==> src/rtl/maszyna_w_control_if.sv <==
// Host/core handshake bundle for the Maszyna W control unit.
// master = host + core side, slave = control unit.
interface maszyna_w_control_if #(
  parameter int WORD_WIDTH    = 32,
  parameter int ADDRESS_WIDTH = 8,
  parameter int KOD_WIDTH     = WORD_WIDTH - ADDRESS_WIDTH,
  parameter int CNT_WIDTH     = 16
);
  logic                 start;
  logic                 stop;
  logic                 step_mode;
  logic                 hold;
  logic [KOD_WIDTH-1:0] KOD;
  logic                 ZF;
  logic                 ZAK;
  logic [31:0]          signal_errors;
  logic [31:0]          signals;
  logic                 busy;
  logic                 halted;
  logic                 illegal;
  logic                 fault;
  logic [CNT_WIDTH-1:0] instr_count;

  modport master (
    output start, stop, step_mode, hold, KOD, ZF, ZAK, signal_errors,
    input  signals, busy, halted, illegal, fault, instr_count
  );

  modport slave (
    input  start, stop, step_mode, hold, KOD, ZF, ZAK, signal_errors,
    output signals, busy, halted, illegal, fault, instr_count
  );
endinterface

==> src/rtl/maszyna_w_control.sv <==
// Microprogrammed control unit for the Maszyna W core: one control word per
// beat (F1, F2, DEC, E1[, E2]), with start/stop/step/hold host control.
module maszyna_w_control #(
  parameter int WORD_WIDTH    = 32,
  parameter int ADDRESS_WIDTH = 8,
  parameter int KOD_WIDTH     = WORD_WIDTH - ADDRESS_WIDTH,
  parameter int CNT_WIDTH     = 16
) (
  input  logic               clk,
  input  logic               reset_n,
  maszyna_w_control_if.slave bus
);

  localparam logic [2:0] S_IDLE = 3'd0;
  localparam logic [2:0] S_F1   = 3'd1;
  localparam logic [2:0] S_F2   = 3'd2;
  localparam logic [2:0] S_DEC  = 3'd3;
  localparam logic [2:0] S_E1   = 3'd4;
  localparam logic [2:0] S_E2   = 3'd5;
  localparam logic [2:0] S_HALT = 3'd6;

  // Control words (bit map: wyak 0 .. przep 15)
  localparam logic [15:0] W_FETCH = 16'h1000; // czyt
  localparam logic [15:0] W_IR    = 16'h0460; // wys|wei|il
  localparam logic [15:0] W_DEC   = 16'h0210; // wyad|wea
  localparam logic [15:0] W_NEXT  = 16'h0280; // wyl|wea : A <- L, i.e. fall through
  localparam logic [15:0] W_JUMP  = 16'h0310; // wyad|wel|wea : L <- addr, A <- addr
  localparam logic [15:0] W_DOD   = 16'h468A;
  localparam logic [15:0] W_ODE   = 16'h4686;
  localparam logic [15:0] W_POB   = 16'hC682;
  localparam logic [15:0] W_LAD1  = 16'h0801; // wyak|wes
  localparam logic [15:0] W_LAD2  = 16'h2280; // pisz|wyl|wea

  logic [2:0]           state;
  logic                 stop_req;
  logic                 illegal_q;
  logic                 fault_q;
  logic [CNT_WIDTH-1:0] cnt_q;

  logic        busy;
  logic        op_ok;
  logic [2:0]  op;
  logic        halt_op;
  logic        two_beat;
  logic        last_beat;
  logic        pause;
  logic [15:0] sig;

  assign busy      = (state != S_IDLE) && (state != S_HALT);
  assign op_ok     = bus.KOD < KOD_WIDTH'(8);
  assign op        = bus.KOD[2:0];
  assign halt_op   = !op_ok || (op == 3'd0);
  assign two_beat  = op_ok && (op inside {3'd1, 3'd2, 3'd3, 3'd6});
  assign last_beat = ((state == S_E1) && !two_beat) || (state == S_E2);
  assign pause     = bus.step_mode || stop_req;

  // Control word for the current beat; zero when idle, halted or held.
  always_comb begin
    sig = '0;
    if (!bus.hold) begin
      case (state)
        S_F1:  sig = W_FETCH;
        S_F2:  sig = W_IR;
        S_DEC: sig = W_DEC;
        S_E1: begin
          if (!op_ok) sig = W_NEXT;
          else begin
            case (op)
              3'd0:                sig = W_NEXT;
              3'd1, 3'd2, 3'd3:    sig = W_FETCH;
              3'd4:                sig = W_JUMP;
              3'd5:                sig = bus.ZF  ? W_JUMP : W_NEXT;
              3'd6:                sig = W_LAD1;
              default:             sig = bus.ZAK ? W_JUMP : W_NEXT;
            endcase
          end
        end
        S_E2: begin
          case (op)
            3'd1:    sig = W_DOD;
            3'd2:    sig = W_ODE;
            3'd3:    sig = W_POB;
            3'd6:    sig = W_LAD2;
            default: sig = '0;
          endcase
        end
        default: sig = '0;
      endcase
    end
  end

  // Beat sequencer.
  always_ff @(posedge clk or negedge reset_n) begin
    if (!reset_n) state <= S_IDLE;
    else if (!bus.hold) begin
      case (state)
        S_IDLE, S_HALT: if (bus.start) state <= S_F1;
        S_F1:           state <= S_F2;
        S_F2:           state <= S_DEC;
        S_DEC:          state <= S_E1;
        S_E1, S_E2: begin
          if (!last_beat)   state <= S_E2;
          else if (halt_op) state <= S_HALT;
          else if (pause)   state <= S_IDLE;
          else              state <= S_F1;
        end
        default:        state <= S_IDLE;
      endcase
    end
  end

  // Stop request latch: consumed whenever an instruction boundary pauses the
  // machine (IDLE or HALT); a stop pulsed together with start in IDLE is kept.
  always_ff @(posedge clk or negedge reset_n) begin
    if (!reset_n) stop_req <= 1'b0;
    else if (!bus.hold) begin
      if (busy) begin
        if (last_beat && (halt_op || pause)) stop_req <= 1'b0;
        else if (bus.stop)                   stop_req <= 1'b1;
      end else if (state == S_IDLE && bus.start && bus.stop) begin
        stop_req <= 1'b1;
      end
    end
  end

  // Completed-instruction counter, wraps naturally.
  always_ff @(posedge clk or negedge reset_n) begin
    if (!reset_n) cnt_q <= '0;
    else if (!bus.hold && last_beat) cnt_q <= cnt_q + 1'b1;
  end

  // Sticky illegal (cleared by start) and fault (cleared only by reset).
  always_ff @(posedge clk or negedge reset_n) begin
    if (!reset_n) begin
      illegal_q <= 1'b0;
      fault_q   <= 1'b0;
    end else if (!bus.hold) begin
      if (!busy && bus.start)                    illegal_q <= 1'b0;
      else if (last_beat && !op_ok)              illegal_q <= 1'b1;
      if (busy && (bus.signal_errors != 32'd0))  fault_q   <= 1'b1;
    end
  end

  assign bus.signals     = {16'h0000, sig};
  assign bus.busy        = busy;
  assign bus.halted      = (state == S_HALT);
  assign bus.illegal     = illegal_q;
  assign bus.fault       = fault_q;
  assign bus.instr_count = cnt_q;

endmodule

==> src/flat_wrapper.sv <==
// flat-port wrapper written by rule: the top's interface ports become plain ports
module maszyna_w_control_flat 
#(
  parameter int WORD_WIDTH    = 32,
  parameter int ADDRESS_WIDTH = 8,
  parameter int KOD_WIDTH     = WORD_WIDTH - ADDRESS_WIDTH,
  parameter int CNT_WIDTH     = 16
)
  (clk, reset_n, bus_start, bus_stop, bus_step_mode, bus_hold, bus_KOD, bus_ZF, bus_ZAK, bus_signal_errors, bus_signals, bus_busy, bus_halted, bus_illegal, bus_fault, bus_instr_count);
  maszyna_w_control_if #(.WORD_WIDTH(WORD_WIDTH), .ADDRESS_WIDTH(ADDRESS_WIDTH), .KOD_WIDTH(KOD_WIDTH), .CNT_WIDTH(CNT_WIDTH)) bus_i ();
  input  logic clk;
  input  logic reset_n;
  input wire logic [$bits(bus_i.start)-1:0] bus_start;
  input wire logic [$bits(bus_i.stop)-1:0] bus_stop;
  input wire logic [$bits(bus_i.step_mode)-1:0] bus_step_mode;
  input wire logic [$bits(bus_i.hold)-1:0] bus_hold;
  input wire logic [$bits(bus_i.KOD)-1:0] bus_KOD;
  input wire logic [$bits(bus_i.ZF)-1:0] bus_ZF;
  input wire logic [$bits(bus_i.ZAK)-1:0] bus_ZAK;
  input wire logic [$bits(bus_i.signal_errors)-1:0] bus_signal_errors;
  output wire logic [$bits(bus_i.signals)-1:0] bus_signals;
  output wire logic [$bits(bus_i.busy)-1:0] bus_busy;
  output wire logic [$bits(bus_i.halted)-1:0] bus_halted;
  output wire logic [$bits(bus_i.illegal)-1:0] bus_illegal;
  output wire logic [$bits(bus_i.fault)-1:0] bus_fault;
  output wire logic [$bits(bus_i.instr_count)-1:0] bus_instr_count;
  assign bus_i.start = bus_start;
  assign bus_i.stop = bus_stop;
  assign bus_i.step_mode = bus_step_mode;
  assign bus_i.hold = bus_hold;
  assign bus_i.KOD = bus_KOD;
  assign bus_i.ZF = bus_ZF;
  assign bus_i.ZAK = bus_ZAK;
  assign bus_i.signal_errors = bus_signal_errors;
  assign bus_signals = bus_i.signals;
  assign bus_busy = bus_i.busy;
  assign bus_halted = bus_i.halted;
  assign bus_illegal = bus_i.illegal;
  assign bus_fault = bus_i.fault;
  assign bus_instr_count = bus_i.instr_count;
  maszyna_w_control #(.WORD_WIDTH(WORD_WIDTH), .ADDRESS_WIDTH(ADDRESS_WIDTH), .KOD_WIDTH(KOD_WIDTH), .CNT_WIDTH(CNT_WIDTH)) u_core (.clk(clk), .reset_n(reset_n), .bus(bus_i));
endmodule
==> config.mk <==
export PLATFORM = sky130hd
export DESIGN_NAME = maszyna_w_control_flat
export DESIGN_NICKNAME = d
export VERILOG_FILES = /design/src/rtl/maszyna_w_control_if.sv /design/src/rtl/maszyna_w_control.sv /design/src/flat_wrapper.sv
export SDC_FILE = /design/constraint.sdc
export NUM_CORES = 1
export LEC_CHECK = 0
export CORE_MARGIN = 5
export CORE_UTILIZATION = 35
export DETAILED_ROUTE_END_ITERATION = 6
export HOLD_SLACK_MARGIN = 0.03
export PLACE_DENSITY_LB_ADDON = 0.12
export SLEW_MARGIN = 25
export SYNTH_ARGS = -nofsm -noshare
export SYNTH_HDL_FRONTEND = slang
export SYNTH_SLANG_ARGS = --single-unit
==> constraint.sdc <==
create_clock -name clk -period 2.6 [get_ports clk]
set_clock_uncertainty 0.15 [all_clocks]
set_input_delay 0.52 -clock clk [delete_from_list [all_inputs] [get_ports clk]]
set_output_delay 0.52 -clock clk [all_outputs]
set_load 0.02 [all_outputs]
==> run metrics, run 1 <==
top cell family by delay on the critical path buffers and inverters; PD cells 535 nW/um^2; outcome completed; fmax 391 MHz; WL/cell 13.6 um; total grt overflow 0; CTS buffer count 3; CP max stage cell o41ai_1; Peak VDD IR 0.379 mV; share of the synthesized area in the top cell type 33.1%; Max Cap Viol 0; Yosys reg bits 22; Syn Area/Cell 8.49 um^2; final period utilization 98.4%; via count 1862; final core utilization 63.0%; share of layout cells above drive strength 1 27.5%; DRT antenna net count 0; Hold Crit Class reg2reg; most common cell after layout, fill and taps aside clkdlybuf4s50_1; Initial Util 35.7%; H-tree depth 1; Synth Warn # 0; minimum clock period after layout 2.56 ns; Synth Instances 196; crit path cell chain dlygate4sd2_1, buf_4, nor2b_2, nor2_1, nor2_1, o41ai_1, buf_2; core area 4660 um^2; drt drc 0; CP startpoint kind primary input; Clock Power Share 15.5%; DR pass1 iterations 4; Clock Latency Late Sink 0.26 ns; crit path DAT 1.89 ns; critical path class in2out; Syn-to-layout area delta 76.3%; Power Internal 0.000960 W; Die Wd 79.0 um; CP bufs+invs 3; Netlist cell types 45; top cells by area, synth dfrtp_1 33%, buf_4 9.0%, xor2_1 4.7%; Comb power frac 54.7%; post-synthesis cell area 1660 um^2; switching power total 0.000609 W; Routability Congestion 0.857; Root Driver clkbuf_8; Clock transition at path regs 0.08 ns; final hold slack 0.316 ns; WL final 5.16 mm; Final Hold Fails 0; post-synthesis sequential area ratio 33.1%; Final Max Slew Viols 0; antenna violations before repair 0; GRT Util Overall 16.2%; DR WL met3 585 um; Req. time, crit path 1.93 ns; global-route wire length before repair 8.27 mm; Leak Pwr 1.34 nW; IO Pins 116; ant diodes 0; most frequent cells in the layout 57 x clkdlybuf4s50_1, 38 x buf_4, 22 x dfrtp_1, 16 x nor2_1, 16 x conb_1; number of global-route vias before repair 1838; clock tree buffer depth 2; highest metal layer with signal wires met4; setup_tns 0 ns; pin count of the biggest net entering global routing 23; hold buffer count at cts 0; Top cell by count, worst path nor2_1; cell taking the most area after synthesis dfrtp_1; CTS tree built; worst-path fanout max 7; critical path capture point type output pin; met1 WL 2.07 mm; Largest stage delay, worst path 0.28 ns; die height 79.0 um; vias per cell 4.93; # clock sinks 22; endpoints failing setup 0; fillers 435; Switching Share 38.8%; hpwl dp 4.05 mm; NumNets Final 390; Placement Rows 25; die area 6230 um^2; sequential share of power 29.8%; met2 WL 2.48 mm; PortBufs 99; 1st-iter DRT viols 101
[tightest hold or removal path: cells and delay by family, from the launching register on]
| kind | cells | cell delay (ns) |
|---|---|---|
| flip-flops | 1 | 0.34 |
| buffers and inverters | 1 | 0.04 |
| AO/OA/AOI/OAI | 1 | 0.05 |
[synth_stat cells (all sizes together)]
cell    count
a21oi       8
a221o       1
a31oi       2
a32oi       1
and2        1
and3        3
and4        1
buf        25
clkbuf      3
conb        1
dfrtp      22
ha          1
inv         5
mux2        1
mux2i       1
nand2      11
nand2b      3
nand3       8
nand4      12
nor2       21
nor2b       2
nor3       12
nor3b       4
nor4       14
nor4b       1
o21ai       3
o22a        1
o22ai       2
o31ai       2
o41ai       1
or2         2
or3         5
or4b        1
xnor2       6
xor2        9
[metal layers]
layer | vias to the layer above | global-route usage (%)
met1 | 852 | 18.5
met4 | 0 | 2.58
met3 | 2 | 5.67
met2 | 83 | 29.5
met5 | - | 0
li1 | 925 | -
[power groups by stage]
stage	Sequential (W)	Combinational, W	Clock, W
after global placement	0.000472	0.000879	0
final	0.000467	0.000858	0.000243
after global routing	0.000475	0.000939	0.000264
after CTS	0.000464	0.000864	0.000255
after detailed placement	0.000470	0.000884	0
after floorplan	0.000497	0.000450	0
[cell type report]
cell class | count | area [um^2] | area share, %
clock buffers | 4 | 55.1 | 1.88
inverters | 5 | 18.8 | 0.640
flip-flops and latches | 22 | 551 | 18.8
well taps | 54 | 67.6 | 2.30
repair buffers | 137 | 1210 | 41.3
multi-input cells | 156 | 1030 | 35.1
[final timing paths]
kind,from,to,slack [ns],cells after the start
setup / recovery,bus_KOD[1],bus_signals[9],0.04,7
hold / removal,u_core.bus.fault,u_core.bus.fault,0.32,2
min in group asynchronous,reset_n,u_core.bus.instr_count[11],0.46,2
setup reg to reg,u_core.state[1],u_core.bus.instr_count[8],0.67,8
hold reg to reg,u_core.bus.fault,u_core.bus.fault,0.32,2
max in group asynchronous,reset_n,u_core.bus.instr_count[0],1.62,2
[cells by family (layout without fill, tap and decap cells)]
logic type,Yosys count,after routing,share of synthesized area (%)
and+or+nand+nor,101,101,35.7
buffers and inverters,33,146,12.7
DFF,22,22,33.1
AOI/OAI and AO/OA,21,21,8.12
xor gates and xnor gates,15,15,7.89
muxes,2,2,1.50
adders and majority gates,1,1,0.752
other,1,16,0.225
[flip-flops by register name, summed over array words and instances, names as in the netlist]
signal,cells
u_core.bus.instr_count,16
u_core.state,3
u_core.bus.fault,1
u_core.bus.illegal,1
u_core.stop_req,1
[repair_timing]
action | in CTS | in global routing
gates cloned | 0 | 0
gates resized for setup | 95 | 31
pin swaps | 10 | 12
setup endpoints to repair | 16 | 25
setup buffers | 8 | 2
[metrics by stage]
stage / instance area, um^2 / std cells / setup slack (ns) / power (W)
global route: 2930 / 378 / -0.00117 / 0.00168
CTS: 2900 / 376 / 0.00946 / 0.00158
floorplan: 1740 / 211 / 0.0391 / 0.000947
detailed placement: 2810 / 364 / -0.756 / 0.00135
finish: 2930 / 378 / 0.0420 / 0.00157
global placement: 2810 / 364 / -0.705 / 0.00135
Note: power is estimated with default switching activity, not from simulation.
==> run 2, diff against run 1 <==
- clock period: 2.6 -> 2.9 ns (I/O delays scaled with it)
==> run metrics, run 2 (synthesis gave the netlist of run 1 again) <==
outcome completed; max reg flops 16 (unchanged); Clock Latency Late Sink 0.26 ns (about the same); critical path class in2out; Root Driver clkbuf_8; ant diodes 0 (unchanged); CP max stage cell clkdlybuf4s15_2; WL/cell 14.2 um (+4.0%); fillers 406 (-6.7%); Die Wd 79.0 um (unchanged); hpwl dp 4.08 mm (+0.70%); Routability Congestion 0.875 (+2.1%); Final Max Slew Viols 0 (unchanged); Largest stage delay, worst path 0.30 ns (+0.02 ns); share of layout cells above drive strength 1 22.2% (-5.3 points); number of global-route vias before repair 1917 (+4.3%); Placement Rows 25 (unchanged); Comb power frac 52.1% (-2.6 points); Clock Power Share 19.3% (+3.8 points); H-tree depth 1 (unchanged); DR pass1 iterations 4 (unchanged); WL final 5.25 mm (+1.8%); 1st-iter DRT viols 85 (-16%); clock tree buffer depth 2 (unchanged); final period utilization 96.2%; GRT Util Overall 16.9% (+0.74 points); CTS buffer count 3 (unchanged); hold path cells 1 (-1); critical path capture point type output pin; switching power total 0.000552 W (-9.3%); Initial Util 35.7% (unchanged); vias per cell 5.17 (+5.0%); crit path cell chain dlygate4sd2_1, nor4_2, nand4_1, or2_4, o31ai_1, clkdlybuf4s15_2; core area 4660 um^2 (unchanged); sequential share of power 28.6% (-1.2 points); Max Cap Viol 0 (unchanged); Hold Crit Endpoint u_core.bus.instr_count[15]; FF+latch area 551 um^2 (unchanged); CP bufs+invs 2 (-1); Area after DPL 2760 um^2 (-2.0%); Hold Crit Start u_core.bus.instr_count[15]; DRT antenna net count 0 (unchanged); fmax 358 MHz; Crit Reg-Reg Startpoint u_core.state[1]; final core utilization 63.5% (+0.56 points); global-route wire length before repair 8.70 mm (+5.3%); Hold Crit Class reg2reg; Leak Pwr 1.36 nW (+1.3%); final hold slack 0.323 ns (+0.00697 ns); endpoints failing setup 0 (unchanged); Final Hold Fails 0 (unchanged); die height 79.0 um (unchanged); drt drc 0 (unchanged); top cell family by delay on the critical path simple AND/OR/NAND/NOR gates; Peak VDD IR 0.287 mV (-24%); worst r2r dst u_core.bus.instr_count[8]; Clock transition at path regs 0.08 ns (about the same); most common cell after layout, fill and taps aside clkdlybuf4s50_1; setup_tns 0 ns (unchanged); IO Pins 116 (unchanged); worst-path fanout max 6 (-1); hold buffer count at cts 0 (unchanged); total grt overflow 0 (unchanged); antenna violations before repair 0 (unchanged); Switching Share 37.5% (-1.3 points); # clock sinks 22 (unchanged); Worst R2R Setup Slack 1.19 ns (+0.52 ns); Req. time, crit path 2.17 ns (+0.24 ns); minimum clock period after layout 2.79 ns; Final WS setup 0.110 ns (+0.0684 ns); PortBufs 99 (unchanged); most frequent cells in the layout 62 x clkdlybuf4s50_1, 30 x buf_4, 22 x dfrtp_1, 16 x nor2_1, 16 x conb_1; CP startpoint kind primary input; pin count of the biggest net entering global routing 23 (unchanged); die area 6230 um^2 (unchanged); Syn-to-layout area delta 77.9%; R2R depth 6 (-2); PD cells 497 nW/um^2 (-7.0%); CTS tree built; via count 1913 (+2.7%); Power Internal 0.000920 W (-4.2%); Final Cell Area 2960 um^2 (+0.90%); NumNets Final 382 (-2.1%); Multi-input gate area 1030 um^2 (+0.24%); DP Worst Slack -0.609 ns (+0.147 ns); crit path DAT 2.06 ns (+0.17 ns)
==> run 2: what timing repair did <==
action | in CTS | in global routing
gates resized for setup | 65 | 24
pin swaps | 9 | 13
buffers inserted | 8 | 1
endpoints found under the hold margin | 0 | 0
endpoints found under the setup margin | 16 | 29
==> run 2: how the worst max path moves through the flow <==
stage | slack, ns | endpoint | from | depth (start not counted)
2_1_floorplan | 0.11 | bus_signals[12] | bus_KOD[19] | 6
6_report | 0.11 | bus_signals[4] | bus_KOD[8] | 6
5_1_grt | -0.02 | bus_signals[4] | bus_KOD[8] | 6
3_5_place_dp | -0.61 | bus_signals[12] | bus_KOD[12] | 7
3_3_place_gp | -0.53 | bus_signals[12] | bus_KOD[10] | 7
4_1_cts | -0.04 | u_core.bus.instr_count[1] | bus_KOD[10] | 13
==> run 2: cell type report <==
class                   instances  share of cell area (%)
inverters                       5                   0.634
clock buffers                   3                    1.39
multi-input cells             156                    34.9
clock inverters                 1                    1.01
repair buffers                129                    41.2
well taps                      54                    2.28
flip-flops and latches         22                    18.6
==> run 2: power groups by stage <==
stage          Clock, W  Sequential (W)  Combinational, W
3_3_place_gp          0        0.000426          0.000763
6_report       0.000284        0.000421          0.000767
5_1_grt        0.000305        0.000432          0.000834
2_1_floorplan         0        0.000445          0.000398
3_5_place_dp          0        0.000427          0.000768
4_1_cts        0.000291        0.000421          0.000755
==> run 2: per-stage QoR <==
step | power [W] | cells
floorplan | 0.000844 | 211
global placement | 0.00119 | 358
detailed placement | 0.00119 | 358
CTS | 0.00147 | 370
global route | 0.00157 | 370
finish | 0.00147 | 370
==> run 2: routing by layer <==
layer  wire length, um  track usage, %  vias up
met5                 0               0        -
met4                53            3.09        0
met3               668            5.67        6
met2              2470            29.7      112
met1              2060            20.3      879
li1                  -               -      916
==> run 2: worst register-to-register path: stages, from the launching register on <==
cell	delay, ns
dfrtp_1	0.38
nand2b_1	0.17
nor2_1	0.23
buf_4	0.26
nand4_1	0.11
nor3_1	0.18
xor2_1	0.15
==> run 3, diff against run 2 <==
- CORE_MARGIN: 5 -> 4
- PLACE_DENSITY: not set -> 0.84
- PLACE_DENSITY_LB_ADDON: 0.12 -> not set
==> run metrics, run 3 (synthesis gave the netlist of run 1 again) <==
# clock sinks 22 (unchanged); Clock transition at path regs 0.07 ns (about the same); number of global-route vias before repair 1924 (+0.37%); Die Wd 77.0 um (-2.5%); core area 4470 um^2 (-4.0%); CTS tree built; pin count of the biggest net entering global routing 23 (unchanged); antenna violations before repair 0 (unchanged); Leak Pwr 1.30 nW (-4.2%); die area 5920 um^2 (-5.0%); placed insts 354 (-1.1%); PD cells 477 nW/um^2 (-4.1%); most frequent cells in the layout 67 x clkdlybuf4s50_1, 30 x buf_4, 22 x dfrtp_1, 17 x dlygate4sd2_1, 16 x conb_1; max reg flops 16 (unchanged); ant diodes 0 (unchanged); drt drc 0 (unchanged); critical path class in2out; critical path capture point type output pin; fmax 351 MHz (-2.2%); share of layout cells above drive strength 1 22.7% (+0.56 points); final hold slack 0.321 ns (-0.00182 ns); Final Cell Area 2910 um^2 (-1.6%); Clock Latency Late Sink 0.26 ns (about the same); H-tree depth 1 (unchanged); Setup crit end bus_signals[6]; Power Total 0.00139 W (-5.7%); Max Cap Viol 0 (unchanged); worst r2r dst u_core.bus.instr_count[15]; WL/cell 14.2 um (+0.16%); final core utilization 65.1% (+1.6 points); Hold Crit Class reg2reg; Root Driver clkbuf_8; crit path DAT 2.12 ns (+0.06 ns); Crit Reg-Reg Startpoint u_core.state[1]; Req. time, crit path 2.17 ns (about the same); endpoints failing setup 0 (unchanged); NumNets Final 383 (+0.26%); fin cells 369 (-0.27%); Area after DPL 2740 um^2 (-0.64%); via count 1871 (-2.2%); Initial Util 37.2% (+1.5 points); GRT Util Overall 17.5% (+0.54 points); hpwl dp 4.18 mm (+2.4%); vias per cell 5.07 (-1.9%); Routability Congestion 0.870 (-0.62%); CTS buffer count 3 (unchanged); total grt overflow 0 (unchanged); IO Pins 116 (unchanged); Final Hold Fails 0 (unchanged); CP startpoint kind primary input; PortBufs 99 (unchanged); Worst R2R Setup Slack 1.02 ns (-0.17 ns); 1st-iter DRT viols 56 (-34%); WL final 5.24 mm (-0.11%); CP Launch Point bus_hold; global-route wire length before repair 8.71 mm (about the same); DRT antenna net count 0 (unchanged); Placement Rows 24 (-4.0%); Final Max Slew Viols 0 (unchanged); clock tree buffer depth 2 (unchanged); Peak VDD IR 0.213 mV (-26%); outcome completed; worst-path fanout max 11 (+5); RSZ-0062 raised after global routing yes; hold buffer count at cts 0 (unchanged); most common cell after layout, fill and taps aside clkdlybuf4s50_1; R2R depth 8 (+2); minimum clock period after layout 2.85 ns (+0.0630 ns); die height 77.0 um (-2.5%); DR pass1 iterations 4 (unchanged); Syn-to-layout area delta 75.0%; final period utilization 98.4% (+2.2 points)
## run 3: cell count changes in the layout (fill, tap and decap cells not counted), sizes merged
cell           delta
dlygate4sd2       +3
clkdlybuf4s50     +5
clkbuf            +3
buf               +2
bufinv            -1
dlymetal6s2s      -7
clkdlybuf4s15     -4
## run 3: through the flow
step	setup slack (ns)	setup TNS [ns]
after detailed placement	-0.540	-5.07
after global routing	-0.0209	-0.0489
final	0.0474	0
after floorplan	0.105	0
after global placement	-0.506	-4.72
after CTS	-0.0434	-0.0434
## run 3: cell type report
class / instances / area [um^2]
flip-flops and latches: 22 / 551
repair buffers: 130 / 1180
well taps: 52 / 65.1
clock buffers: 4 / 55.1
inverters: 5 / 18.8
multi-input cells: 156 / 1040
fillers: 366 / 1560
## run 3: critical path, cell delays in order
cell             delay (ns)
clkdlybuf4s50_1        0.43
buf_4                  0.19
nor3_1                 0.27
clkdlybuf4s50_1        0.66
## run 3: where the power goes
| group | switching, W | internal, W | total [W] |
|---|---|---|---|
| clock network | 0.0000919 | 0.000121 | 0.000213 |
| logic | 0.000392 | 0.000360 | 0.000752 |
| registers | 0.0000594 | 0.000365 | 0.000424 |
## run 3: what timing repair did
item / in CTS / in global routing
pin swaps: 10 / 6
setup buffers: 9 / 2
gates resized for setup: 60 / 27
setup endpoints to repair: 14 / 29
## run 3: per-layer routing
metal	track usage [%]	wire length, um	vias up
li1	-	-	920
met1	20.1	1990	849
met2	32.1	2650	98
met3	4.68	567	4
met4	3.99	36	0
met5	0	0	-
## run 3: how the worst min path moves through the flow
stage,startpoint,end,slack (ns),cells past startpoint
5_1_grt,u_core.bus.instr_count[15],u_core.bus.instr_count[15],0.35,1
3_5_place_dp,u_core.bus.instr_count[15],u_core.bus.instr_count[15],0.31,1
2_1_floorplan,reset_n,u_core.bus.fault,0.13,0
3_3_place_gp,u_core.bus.instr_count[15],u_core.bus.instr_count[15],0.31,1
6_report,u_core.bus.instr_count[15],u_core.bus.instr_count[15],0.32,1
4_1_cts,u_core.bus.instr_count[15],u_core.bus.instr_count[15],0.32,1
